**src/rtl/spi_slave_if.sv**
```systemverilog
// Signal bundle between spi_slave and its host logic / SPI pins.
// The slave modport is the responder's view; the master modport is the
// view of whatever drives the bus (host logic plus the SPI master pins).
interface spi_slave_if #(
    parameter int DATA_WIDTH = 8
);
    // Handshakes:
    //  - tx: a word transfers into the holding register on a rising clk edge
    //    where tx_valid and tx_ready are both 1. tx_valid may rise regardless
    //    of tx_ready, and tx_data must stay stable while tx_valid waits.
    //  - rx: rx_valid is a one-cycle pulse, with no back-pressure. rx_data
    //    holds the word until the next pulse.
    logic                  CPOL;
    logic                  CPHA;
    logic [DATA_WIDTH-1:0] tx_data;
    logic                  tx_valid;
    logic                  tx_ready;
    logic [DATA_WIDTH-1:0] rx_data;
    logic                  rx_valid;
    logic                  tx_underrun;
    logic                  frame_err;
    logic                  busy;
    logic                  sclk;
    logic                  cs_n;
    logic                  mosi;
    logic                  miso;
    logic                  miso_oe;
    logic                  dbg_state;   // slave FSM state: 0 = IDLE, 1 = ACTIVE

    modport slave (
        input  CPOL, CPHA, tx_data, tx_valid, sclk, cs_n, mosi,
        output tx_ready, rx_data, rx_valid, tx_underrun, frame_err, busy,
               miso, miso_oe, dbg_state
    );

    modport master (
        output CPOL, CPHA, tx_data, tx_valid, sclk, cs_n, mosi,
        input  tx_ready, rx_data, rx_valid, tx_underrun, frame_err, busy,
               miso, miso_oe, dbg_state
    );
endinterface

```
**src/rtl/spi_slave.sv**
```systemverilog
// SPI responder. sclk, cs_n and mosi are oversampled in the clk domain.
// The block exchanges one DATA_WIDTH word per frame, MSB first, in any
// CPOL/CPHA mode. A one-entry holding register supplies the next transmit
// word, so words can run back to back while cs_n stays low.
module spi_slave #(
    parameter int DATA_WIDTH  = 8,
    parameter int SYNC_STAGES = 2
) (
    input logic        clk,
    input logic        rst_n,
    spi_slave_if.slave bus
);
    localparam int CNT_W = $clog2(DATA_WIDTH);

    localparam logic [0:0] ST_IDLE   = 1'b0;
    localparam logic [0:0] ST_ACTIVE = 1'b1;

    localparam logic [CNT_W-1:0] LAST_BIT = CNT_W'(DATA_WIDTH - 1);

    // Synchronizers and edge-detect history
    logic [SYNC_STAGES-1:0] sclk_sync_q;
    logic [SYNC_STAGES-1:0] cs_sync_q;
    logic [SYNC_STAGES-1:0] mosi_sync_q;
    logic                   sclk_prev_q;
    logic                   cs_prev_q;

    logic sclk_s;
    logic cs_s;
    logic mosi_s;
    logic lead_edge;
    logic trail_edge;
    logic sample_edge;
    logic drive_edge;
    logic cs_fall;
    logic cs_rise;

    // Frame state
    logic [0:0]            state_q,       state_d;
    logic [CNT_W-1:0]      bit_cnt_q,     bit_cnt_d;
    logic                  first_drive_q, first_drive_d;
    logic [DATA_WIDTH-1:0] rx_shift_q,    rx_shift_d;
    logic [DATA_WIDTH-1:0] tx_shift_q,    tx_shift_d;
    logic [DATA_WIDTH-1:0] rx_data_q,     rx_data_d;
    logic                  rx_valid_q,    rx_valid_d;
    logic                  underrun_q,    underrun_d;
    logic                  frame_err_q,   frame_err_d;

    // Transmit holding register
    logic [DATA_WIDTH-1:0] hold_q,        hold_d;
    logic                  hold_full_q,   hold_full_d;

    logic word_load;
    logic tx_write;

    // Bring the SPI pins into the clk domain and keep one cycle of history
    // for edge detection. cs_n resets to its idle (high) level, so busy
    // starts at 0 and a low cs_n at reset release reads as a fresh fall.
    always_ff @(posedge clk or negedge rst_n) begin
        if (!rst_n) begin
            sclk_sync_q <= '0;
            cs_sync_q   <= '1;
            mosi_sync_q <= '0;
            sclk_prev_q <= 1'b0;
            cs_prev_q   <= 1'b1;
        end else begin
            sclk_sync_q <= {sclk_sync_q[SYNC_STAGES-2:0], bus.sclk};
            cs_sync_q   <= {cs_sync_q[SYNC_STAGES-2:0], bus.cs_n};
            mosi_sync_q <= {mosi_sync_q[SYNC_STAGES-2:0], bus.mosi};
            sclk_prev_q <= sclk_sync_q[SYNC_STAGES-1];
            cs_prev_q   <= cs_sync_q[SYNC_STAGES-1];
        end
    end

    assign sclk_s = sclk_sync_q[SYNC_STAGES-1];
    assign cs_s   = cs_sync_q[SYNC_STAGES-1];
    assign mosi_s = mosi_sync_q[SYNC_STAGES-1];

    // A leading edge leaves the idle level; a trailing edge returns to it.
    assign lead_edge   = (sclk_prev_q == bus.CPOL) && (sclk_s != bus.CPOL);
    assign trail_edge  = (sclk_prev_q != bus.CPOL) && (sclk_s == bus.CPOL);
    assign sample_edge = bus.CPHA ? trail_edge : lead_edge;
    assign drive_edge  = bus.CPHA ? lead_edge  : trail_edge;
    assign cs_fall     = cs_prev_q & ~cs_s;
    assign cs_rise     = ~cs_prev_q & cs_s;

    assign tx_write = bus.tx_valid & ~hold_full_q;

    // Next-state logic: frame FSM, shift registers, status pulses and holding register
    always_comb begin
        state_d       = state_q;
        bit_cnt_d     = bit_cnt_q;
        first_drive_d = first_drive_q;
        rx_shift_d    = rx_shift_q;
        tx_shift_d    = tx_shift_q;
        rx_data_d     = rx_data_q;
        rx_valid_d    = 1'b0;
        underrun_d    = 1'b0;
        frame_err_d   = 1'b0;
        hold_d        = hold_q;
        hold_full_d   = hold_full_q;
        word_load     = 1'b0;

        case (state_q)
            ST_IDLE: begin
                // sclk and mosi activity is ignored until the slave is selected.
                // A simultaneous sclk edge loses to the cs_n fall.
                if (cs_fall) begin
                    state_d   = ST_ACTIVE;
                    word_load = 1'b1;
                end
            end
            ST_ACTIVE: begin
                if (cs_rise) begin
                    // A partially clocked word is dropped. rx_data keeps the last
                    // complete word, and an unclocked tx word is discarded.
                    state_d     = ST_IDLE;
                    frame_err_d = (bit_cnt_q != '0);
                    bit_cnt_d   = '0;
                end else if (sample_edge) begin
                    rx_shift_d = {rx_shift_q[DATA_WIDTH-2:0], mosi_s};
                    // Once a bit has been sampled, the next drive edge belongs
                    // to this word and must shift. For CPHA=0 this is what
                    // moves past the MSB shown since cs_n fell.
                    first_drive_d = 1'b0;
                    if (bit_cnt_q == LAST_BIT) begin
                        rx_data_d  = {rx_shift_q[DATA_WIDTH-2:0], mosi_s};
                        rx_valid_d = 1'b1;
                        word_load  = 1'b1;
                    end else begin
                        bit_cnt_d = bit_cnt_q + CNT_W'(1);
                    end
                end else if (drive_edge) begin
                    // The first drive edge after a load would otherwise shift
                    // away the new MSB before the master samples it.
                    if (first_drive_q) begin
                        first_drive_d = 1'b0;
                    end else begin
                        tx_shift_d = {tx_shift_q[DATA_WIDTH-2:0], 1'b0};
                    end
                end
            end
            default: begin
                state_d = ST_IDLE;
            end
        endcase

        // A word load takes the holding register if it is full; otherwise it
        // sends zeros and flags the underrun.
        if (word_load) begin
            tx_shift_d    = hold_full_q ? hold_q : '0;
            underrun_d    = ~hold_full_q;
            bit_cnt_d     = '0;
            first_drive_d = 1'b1;
            hold_full_d   = 1'b0;
        end

        // A host write in the same cycle as a load wins the register after
        // the load has taken the old contents.
        if (tx_write) begin
            hold_d      = bus.tx_data;
            hold_full_d = 1'b1;
        end
    end

    // Frame and holding-register state
    always_ff @(posedge clk or negedge rst_n) begin
        if (!rst_n) begin
            state_q       <= ST_IDLE;
            bit_cnt_q     <= '0;
            first_drive_q <= 1'b0;
            rx_shift_q    <= '0;
            tx_shift_q    <= '0;
            rx_data_q     <= '0;
            rx_valid_q    <= 1'b0;
            underrun_q    <= 1'b0;
            frame_err_q   <= 1'b0;
            hold_q        <= '0;
            hold_full_q   <= 1'b0;
        end else begin
            state_q       <= state_d;
            bit_cnt_q     <= bit_cnt_d;
            first_drive_q <= first_drive_d;
            rx_shift_q    <= rx_shift_d;
            tx_shift_q    <= tx_shift_d;
            rx_data_q     <= rx_data_d;
            rx_valid_q    <= rx_valid_d;
            underrun_q    <= underrun_d;
            frame_err_q   <= frame_err_d;
            hold_q        <= hold_d;
            hold_full_q   <= hold_full_d;
        end
    end

    assign bus.tx_ready    = ~hold_full_q;
    assign bus.rx_data     = rx_data_q;
    assign bus.rx_valid    = rx_valid_q;
    assign bus.tx_underrun = underrun_q;
    assign bus.frame_err   = frame_err_q;
    assign bus.busy        = ~cs_s;
    assign bus.miso_oe     = ~cs_s;
    assign bus.miso        = tx_shift_q[DATA_WIDTH-1];
    assign bus.dbg_state   = state_q;
endmodule
```
**src/flat_wrapper.sv**
```systemverilog
// flat-port wrapper written by rule: the top's interface ports become plain ports
module spi_slave_flat 
#(
    parameter int DATA_WIDTH  = 8,
    parameter int SYNC_STAGES = 2
)
  (clk, rst_n, bus_CPOL, bus_CPHA, bus_tx_data, bus_tx_valid, bus_sclk, bus_cs_n, bus_mosi, bus_tx_ready, bus_rx_data, bus_rx_valid, bus_tx_underrun, bus_frame_err, bus_busy, bus_miso, bus_miso_oe, bus_dbg_state);
  spi_slave_if #(.DATA_WIDTH(DATA_WIDTH)) bus_i ();
  input logic clk;
  input logic rst_n;
  input wire logic [$bits(bus_i.CPOL)-1:0] bus_CPOL;
  input wire logic [$bits(bus_i.CPHA)-1:0] bus_CPHA;
  input wire logic [$bits(bus_i.tx_data)-1:0] bus_tx_data;
  input wire logic [$bits(bus_i.tx_valid)-1:0] bus_tx_valid;
  input wire logic [$bits(bus_i.sclk)-1:0] bus_sclk;
  input wire logic [$bits(bus_i.cs_n)-1:0] bus_cs_n;
  input wire logic [$bits(bus_i.mosi)-1:0] bus_mosi;
  output wire logic [$bits(bus_i.tx_ready)-1:0] bus_tx_ready;
  output wire logic [$bits(bus_i.rx_data)-1:0] bus_rx_data;
  output wire logic [$bits(bus_i.rx_valid)-1:0] bus_rx_valid;
  output wire logic [$bits(bus_i.tx_underrun)-1:0] bus_tx_underrun;
  output wire logic [$bits(bus_i.frame_err)-1:0] bus_frame_err;
  output wire logic [$bits(bus_i.busy)-1:0] bus_busy;
  output wire logic [$bits(bus_i.miso)-1:0] bus_miso;
  output wire logic [$bits(bus_i.miso_oe)-1:0] bus_miso_oe;
  output wire logic [$bits(bus_i.dbg_state)-1:0] bus_dbg_state;
  assign bus_i.CPOL = bus_CPOL;
  assign bus_i.CPHA = bus_CPHA;
  assign bus_i.tx_data = bus_tx_data;
  assign bus_i.tx_valid = bus_tx_valid;
  assign bus_i.sclk = bus_sclk;
  assign bus_i.cs_n = bus_cs_n;
  assign bus_i.mosi = bus_mosi;
  assign bus_tx_ready = bus_i.tx_ready;
  assign bus_rx_data = bus_i.rx_data;
  assign bus_rx_valid = bus_i.rx_valid;
  assign bus_tx_underrun = bus_i.tx_underrun;
  assign bus_frame_err = bus_i.frame_err;
  assign bus_busy = bus_i.busy;
  assign bus_miso = bus_i.miso;
  assign bus_miso_oe = bus_i.miso_oe;
  assign bus_dbg_state = bus_i.dbg_state;
  spi_slave #(.DATA_WIDTH(DATA_WIDTH), .SYNC_STAGES(SYNC_STAGES)) u_core (.clk(clk), .rst_n(rst_n), .bus(bus_i));
endmodule
```
**config.mk**
```make
export PLATFORM = sky130hd
export DESIGN_NAME = spi_slave_flat
export DESIGN_NICKNAME = d
export VERILOG_FILES = /design/src/rtl/spi_slave_if.sv /design/src/rtl/spi_slave.sv /design/src/flat_wrapper.sv
export SDC_FILE = /design/constraint.sdc
export NUM_CORES = 1
export LEC_CHECK = 0
export ABC_AREA = 1
export CAP_MARGIN = 20
export CORE_MARGIN = 4
export CORE_UTILIZATION = 50
export CTS_BUF_LIST = sky130_fd_sc_hd__clkbuf_8
export DETAILED_ROUTE_END_ITERATION = 8
export PLACE_DENSITY = 0.78
export SYNTH_ARGS = -nofsm -noshare
export SYNTH_HDL_FRONTEND = slang
export SYNTH_SLANG_ARGS = --single-unit
```
**constraint.sdc**
```tcl
create_clock -name clk -period 1.6 [get_ports clk]
set_clock_uncertainty 0.1 [all_clocks]
set_input_delay 0.32 -clock clk [delete_from_list [all_inputs] [get_ports clk]]
set_output_delay 0.32 -clock clk [all_outputs]
set_load 0.02 [all_outputs]
```
==> metrics.yaml, run 1 <==
synth_seq_cells: 48
ys_warn_count: 0
violations: "negative setup slack"
ant_nets: 0
num-nets-final: 292
core-area_sq_um: 4030
min_path_type: "reg -> reg"
nFillCells: 313
critPathLaunchType: "flip-flop"
hold_viol: 0
p_leak_nw: 1.43
critPathSlowestCell: "dfrtp_1"
dieHeight_um: 72.8
rr_worst_depth: 9
timing.hold.ws_ns: 0.256
grt_max_degree: 49
grt_pass1_wl_um: 6980
gp_congestion: 0.824
cts_tree: "done"
drcViolationCount: 0
dieArea_sq_um: 5290
p_per_area_nw_per_um2: 1260
path_depth: 9
end_kind: "flip-flop"
areaGrowthSynthToFinish_pct: 33.5
placed_area_sq_um: 2550
r2r_slack_ns: -0.04
regArea_sq_um: 1200
syn_area_sq_um: 2100
drt-total-wl_um: 4290
fmax_mhz: 611
worstSetupPathType: "reg -> reg"
maxCapViolCount: 0
slew_violations: 0
drt_iter0_drc: 132
cpMostUsedCell: "nand3_4"
path_max_fanout: 8
timing.setup.tns_ns: -0.187
slew_headroom_pct: 83.0
multi_input_area_sq_um: 857
post_drt_wl_per_cell_um: 13.2
num_vias: 1631
drive_above_1_share_pct: 25.2
layout.cells.most_common_list: "55 x nand2_1, 45 x dfrtp_1, 24 x inv_1, 15 x dlygate4sd2_1, 14 x buf_4"
port_buffers: 31
crit_chain: "ha_2 > ha_4 > inv_4 > nor2_4 > nand3_4 > buf_6 > nand3_4 > nand3_2 > nand2_1"
finalSetupViolations: 8
dpl.hpwl_um: 2830
slowest_delay_ns: 0.39
layout_min_cycle_time_ns: 1.64
layout_commonest_cell: "nand2_1"
syn-instance-count: 222
cts_inserted_buffers: 5
clk_pin_slew_ns: 0.09
worstPathArrival_ns: 1.72
clock_latency_ns: 0.29
drtPass1Iterations: 4
grt_pass1_vias: 1553
rsz0062_at_grt: "true"
n_antenna_cell: 0
gr-total-overflow: 0
finalCritPeriodShare_pct: 102
rows: 23
grtUsageTotal_pct: 16.8
placed_cells: 312
synth.distinct_cells: 25
final_cell_area_sq_um: 2800
synth_ff_type: "dfrtp_1"
htree_levels: 2
instances_no_fill: 324
synth_area_per_cell_sq_um: 9.45
ys_seq_area_share_pct: 57.5
viasPerCell: 5.03
setup_slack_ns: -0.0371
die_w_um: 72.8
antenna_found_initial: 0
synth.net_count: 241
initial_core_util_pct: 52.0
critPathBufInv: 2
clock_sinks: 48
clockBufferDepth: 2
outcome: "finished, violations left"
io_pins: 32
path_delay_family: "simple AND/OR/NAND/NOR gates"
postSynth.asyncResetShare_pct: 100
worst_pin_slew_ns: 0.255
vdd_drop_max_mv: 0.606
clock-root-buffer: "clkbuf_8"
crit_required_ns: 1.69
synth_edf_count: 0
min_path_cells: 0
routing by layer:
metal | vias to the layer above | routed length, um | global-route usage [%]
li1 | 814 | - | -
met1 | 774 | 1910 | 22.5
met2 | 37 | 2170 | 27.6
met3 | 6 | 142 | 3.03
met4 | 0 | 59 | 5.53
met5 | - | 0 | 0
stage by stage:
stage          setup slack [ns]  utilization [%]  power [mW]
2_1_floorplan            0.0189                -        2.26
3_5_place_dp             -0.401             63.3        2.63
3_3_place_gp             -0.346             63.3        2.59
4_1_cts                -0.00504             67.9        3.51
6_report                -0.0371             69.5        3.53
5_1_grt                  -0.118             69.5        3.77
final cells by class:
class / instances / area share [%]
Tap cell: 50 / 2.24
Multi-Input combinational cell: 140 / 30.6
Inverter: 28 / 4.11
Sequential cell: 48 / 43.0
Clock inverter: 3 / 1.52
Timing Repair Buffer: 50 / 16.0
Clock buffer: 5 / 2.46
cells in the mapped netlist (3+ instances only):
master    instances  share of area, %
a21oi_1           4              0.95
buf_2             3              0.72
buf_4             3               1.1
dfrtp_1          45                54
dfstp_2           3               3.8
ha_1              3               1.8
inv_1            25               4.5
inv_2             3              0.54
mux2_2            5               2.7
nand2_1          61                11
nand3_1          18               4.3
nand3_2           4               1.9
nand3b_1          6               2.1
nand4_1           3              0.90
nor2_1            9               1.6
o21ai_0          15               3.6
o21ai_1           4              0.95
worst reg2reg max path, delay by kind of cell, from the launching register on:
kind                       cells  cell delay [ns]
adders and majority gates      2             0.36
and+or+nand+nor                5             0.51
buffers and inverters          2             0.19
DFF                            1             0.39
kinds of logic after synthesis:
family | Yosys count | synth area share, %
AOI/OAI and AO/OA | 25 | 6.74
adders and majority gates | 3 | 1.79
buffers and inverters | 35 | 7.34
DFF | 48 | 57.5
muxes | 5 | 2.68
and+or+nand+nor | 106 | 24.0
state kept, by name (all words and copies together) (netlist names), 2 cells and up:
signal,cells
u_core.cs_sync_q,2
u_core.sclk_sync_q,2
u_core.hold_q,8
u_core.mosi_sync_q,2
u_core.rx_shift_q,7
u_core.tx_shift_q,8
u_core.bus.rx_data,8
u_core.bit_cnt_q,3
worst paths after layout:
check | from | to
max in group asynchronous | rst_n | u_core.cs_sync_q[0]
max reg2reg | u_core.bit_cnt_q[1] | u_core.tx_shift_q[1]
min | u_core.sclk_sync_q[0] | u_core.sclk_sync_q[1]
min reg2reg | u_core.sclk_sync_q[0] | u_core.sclk_sync_q[1]
max | u_core.bit_cnt_q[1] | u_core.tx_shift_q[1]
min in group asynchronous | rst_n | u_core.bus.rx_data[2]
power breakdown:
| group | internal, mW | total [mW] | switching (mW) |
|---|---|---|---|
| logic | 0.456 | 0.982 | 0.526 |
| clock network | 0.462 | 0.855 | 0.393 |
| registers | 1.53 | 1.69 | 0.159 |
what timing repair did:
action                                  4_1_cts  5_1_grt
gates cloned                                  1        0
hold buffers                                  1        0
endpoints found under the setup margin       33       22
buffers inserted                              1        1
hold endpoints to repair                     45        0
pin swaps                                     5       11
resized for setup                            36       24
Note: power is estimated with default switching activity, not from simulation.
==> run 2, diff against run 1 <==
--- a/config.mk
+++ b/config.mk
@@ -7,11 +7,13 @@
 export LEC_CHECK = 0
 export ABC_AREA = 1
 export CAP_MARGIN = 20
+export CORE_ASPECT_RATIO = 1.2
 export CORE_MARGIN = 4
 export CORE_UTILIZATION = 50
 export CTS_BUF_LIST = sky130_fd_sc_hd__clkbuf_8
 export DETAILED_ROUTE_END_ITERATION = 8
 export PLACE_DENSITY = 0.78
+export RECOVER_POWER = 25
 export SYNTH_ARGS = -nofsm -noshare
 export SYNTH_HDL_FRONTEND = slang
 export SYNTH_SLANG_ARGS = --single-unit
==> metrics.yaml, run 2 (synthesis results as in run 1) <==
maxCapViolCount: 0  # unchanged
gp_congestion: 0.845  # +2.6%
dpl.hpwl_um: 2960  # +4.5%
clock_latency_ns: 0.31  # +0.02 ns
num-nets-final: 294  # +0.68%
end_kind: "flip-flop"
drcViolationCount: 0  # unchanged
n_antenna_cell: 0  # unchanged
slew_headroom_pct: 54.0  # -29 points
layout.cells.most_common_list: "57 x nand2_1, 45 x dfrtp_1, 23 x inv_1, 15 x dlygate4sd2_1, 15 x buf_4"
clock-root-buffer: "clkbuf_8"
nFillCells: 324  # +3.5%
worst_pin_slew_ns: 0.689  # +0.434 ns
cts_tree: "done"
drive_above_1_share_pct: 24.6  # -0.54 points
post_drt_wl_per_cell_um: 13.1  # -0.83%
areaGrowthSynthToFinish_pct: 33.5  # about the same
rows: 25  # +8.7%
cts_inserted_buffers: 5  # unchanged
gr-total-overflow: 0  # unchanged
finalCritPeriodShare_pct: 103  # +1.0 points
io_pins: 32  # unchanged
crit_chain: "ha_2 > ha_4 > inv_4 > nor2_4 > nand3_4 > buf_6 > nand3b_1 > nand3_1 > nand2_1"
min_path_type: "reg -> reg"
initial_core_util_pct: 52.4  # +0.33 points
worstSetupPathType: "reg -> reg"
dieHeight_um: 78.9  # +8.5%
layout_min_cycle_time_ns: 1.65  # +0.0161 ns
dp_slack_ns: -0.468  # -0.0669 ns
viasPerCell: 5.07  # +0.71%
layout_commonest_cell: "nand2_1"
port_buffers: 31  # unchanged
outcome: "finished, violations left"
fmax_mhz: 605  # -0.97%
dieArea_sq_um: 5300  # about the same
clockBufferDepth: 2  # unchanged
setup_slack_ns: -0.0532  # -0.0161 ns
drt-total-wl_um: 4330  # +1.0%
core-area_sq_um: 4000  # -0.62%
timing.hold.ws_ns: 0.265  # +0.00879 ns
antenna_found_initial: 0  # unchanged
p_per_area_nw_per_um2: 1280  # +1.5%
p_leak_nw: 1.42  # -0.20%
postLayoutCoreUtil_pct: 69.9  # +0.47 points
drt_iter0_drc: 48  # -64%
path_max_fanout: 6  # -2
num_vias: 1673  # +2.6%
rsz0062_at_grt: "true"
worstPathArrival_ns: 1.75  # +0.03 ns
drtPass1Iterations: 4  # unchanged
violations: "negative setup slack"
ant_nets: 0  # unchanged
slew_violations: 0  # unchanged
clock_sinks: 48  # unchanged
hold_viol: 0  # unchanged
timing.setup.tns_ns: -0.0613  # +0.126 ns
grt_pass1_vias: 1639  # +5.5%
critPathSlowestCell: "dfrtp_1"
grtUsageTotal_pct: 18.5  # +1.8 points
vdd_drop_max_mv: 1.11  # +83%
die_w_um: 67.1  # -7.8%
crit_required_ns: 1.70  # about the same
grt_max_degree: 24  # -51%
htree_levels: 2  # unchanged
clk_pin_slew_ns: 0.09  # about the same
placed_cells: 318  # +1.9%
finalSetupViolations: 2  # -6
grt_pass1_wl_um: 7490  # +7.2%
critPathLaunchType: "flip-flop"
instances_no_fill: 330  # +1.9%
slowest_delay_ns: 0.39  # about the same
run 2: cell count changes in the layout (fill, tap and decap cells not counted), moves of 2 or more:
cell / previous run / this run
nand3_1: 10 / 14
nand3_2: 11 / 7
o21ai_1: 7 / 3
dlygate4sd3_1: 1 / 4
o21ai_2: 1 / 4
buf_6: 3 / 5
clkdlybuf4s50_1: 12 / 10
nand2_1: 55 / 57
nand2_2: 6 / 4
run 2: power breakdown:
group          internal, mW  leakage [nW]  switching (mW)
Sequential             1.53         0.602           0.168
Clock                 0.471        0.0548           0.422
Combinational         0.458         0.768           0.531
run 2: path summary, 6_finish.rpt:
check	cells past startpoint	startpoint	slack (ns)	endpoint
min reg2reg	0	u_core.mosi_sync_q[0]	0.26	u_core.mosi_sync_q[1]
max reg2reg	9	u_core.bit_cnt_q[1]	-0.05	u_core.tx_shift_q[4]
max in group asynchronous	3	rst_n	0.12	u_core.cs_prev_q
min in group asynchronous	2	rst_n	0.47	u_core.bus.rx_data[1]
min	0	u_core.mosi_sync_q[0]	0.26	u_core.mosi_sync_q[1]
max	9	u_core.bit_cnt_q[1]	-0.05	u_core.tx_shift_q[4]
run 2: layout make-up:
type                            count  area (sq um)  share of cell area, %
Tap cell                           54          67.6                   2.41
Sequential cell                    48          1200                   43.0
Timing Repair Buffer               52           454                   16.2
Clock buffer                        5          68.8                   2.46
Multi-Input combinational cell    140           843                   30.1
Clock inverter                      3          46.3                   1.65
Inverter                           28           115                   4.11
run 2: metrics by stage:
stage                     power [mW]  cell area, sq um
after floorplan                 2.26              2100
after global placement          2.60              2570
final                           3.58              2800
after CTS                       3.55              2770
after global routing            3.82              2800
after detailed placement        2.63              2570
run 2: repair_timing:
| action | CTS | global route |
|---|---|---|
| endpoints found under the setup margin | 44 | 26 |
| hold endpoints to repair | 12 | 0 |
| pin swaps | 9 | 7 |
| gates resized for setup | 46 | 12 |
| gates cloned | 1 | 0 |
| hold buffers | 1 | 0 |
| buffers inserted | 1 | 1 |
run 2: metal layers:
layer  track usage [%]  share of wire [%]
met5                 0                  0
met4              6.69                1.3
met3              3.68                4.3
met2              31.9                 53
met1              22.7                 41
run 2: worst max-delay path: cells and delay by family, from the launching register on:
family        cells  cell delay [ns]
simple gates      5             0.48
buf+inv           2             0.21
fa+ha+maj         2             0.36
flops             1             0.39
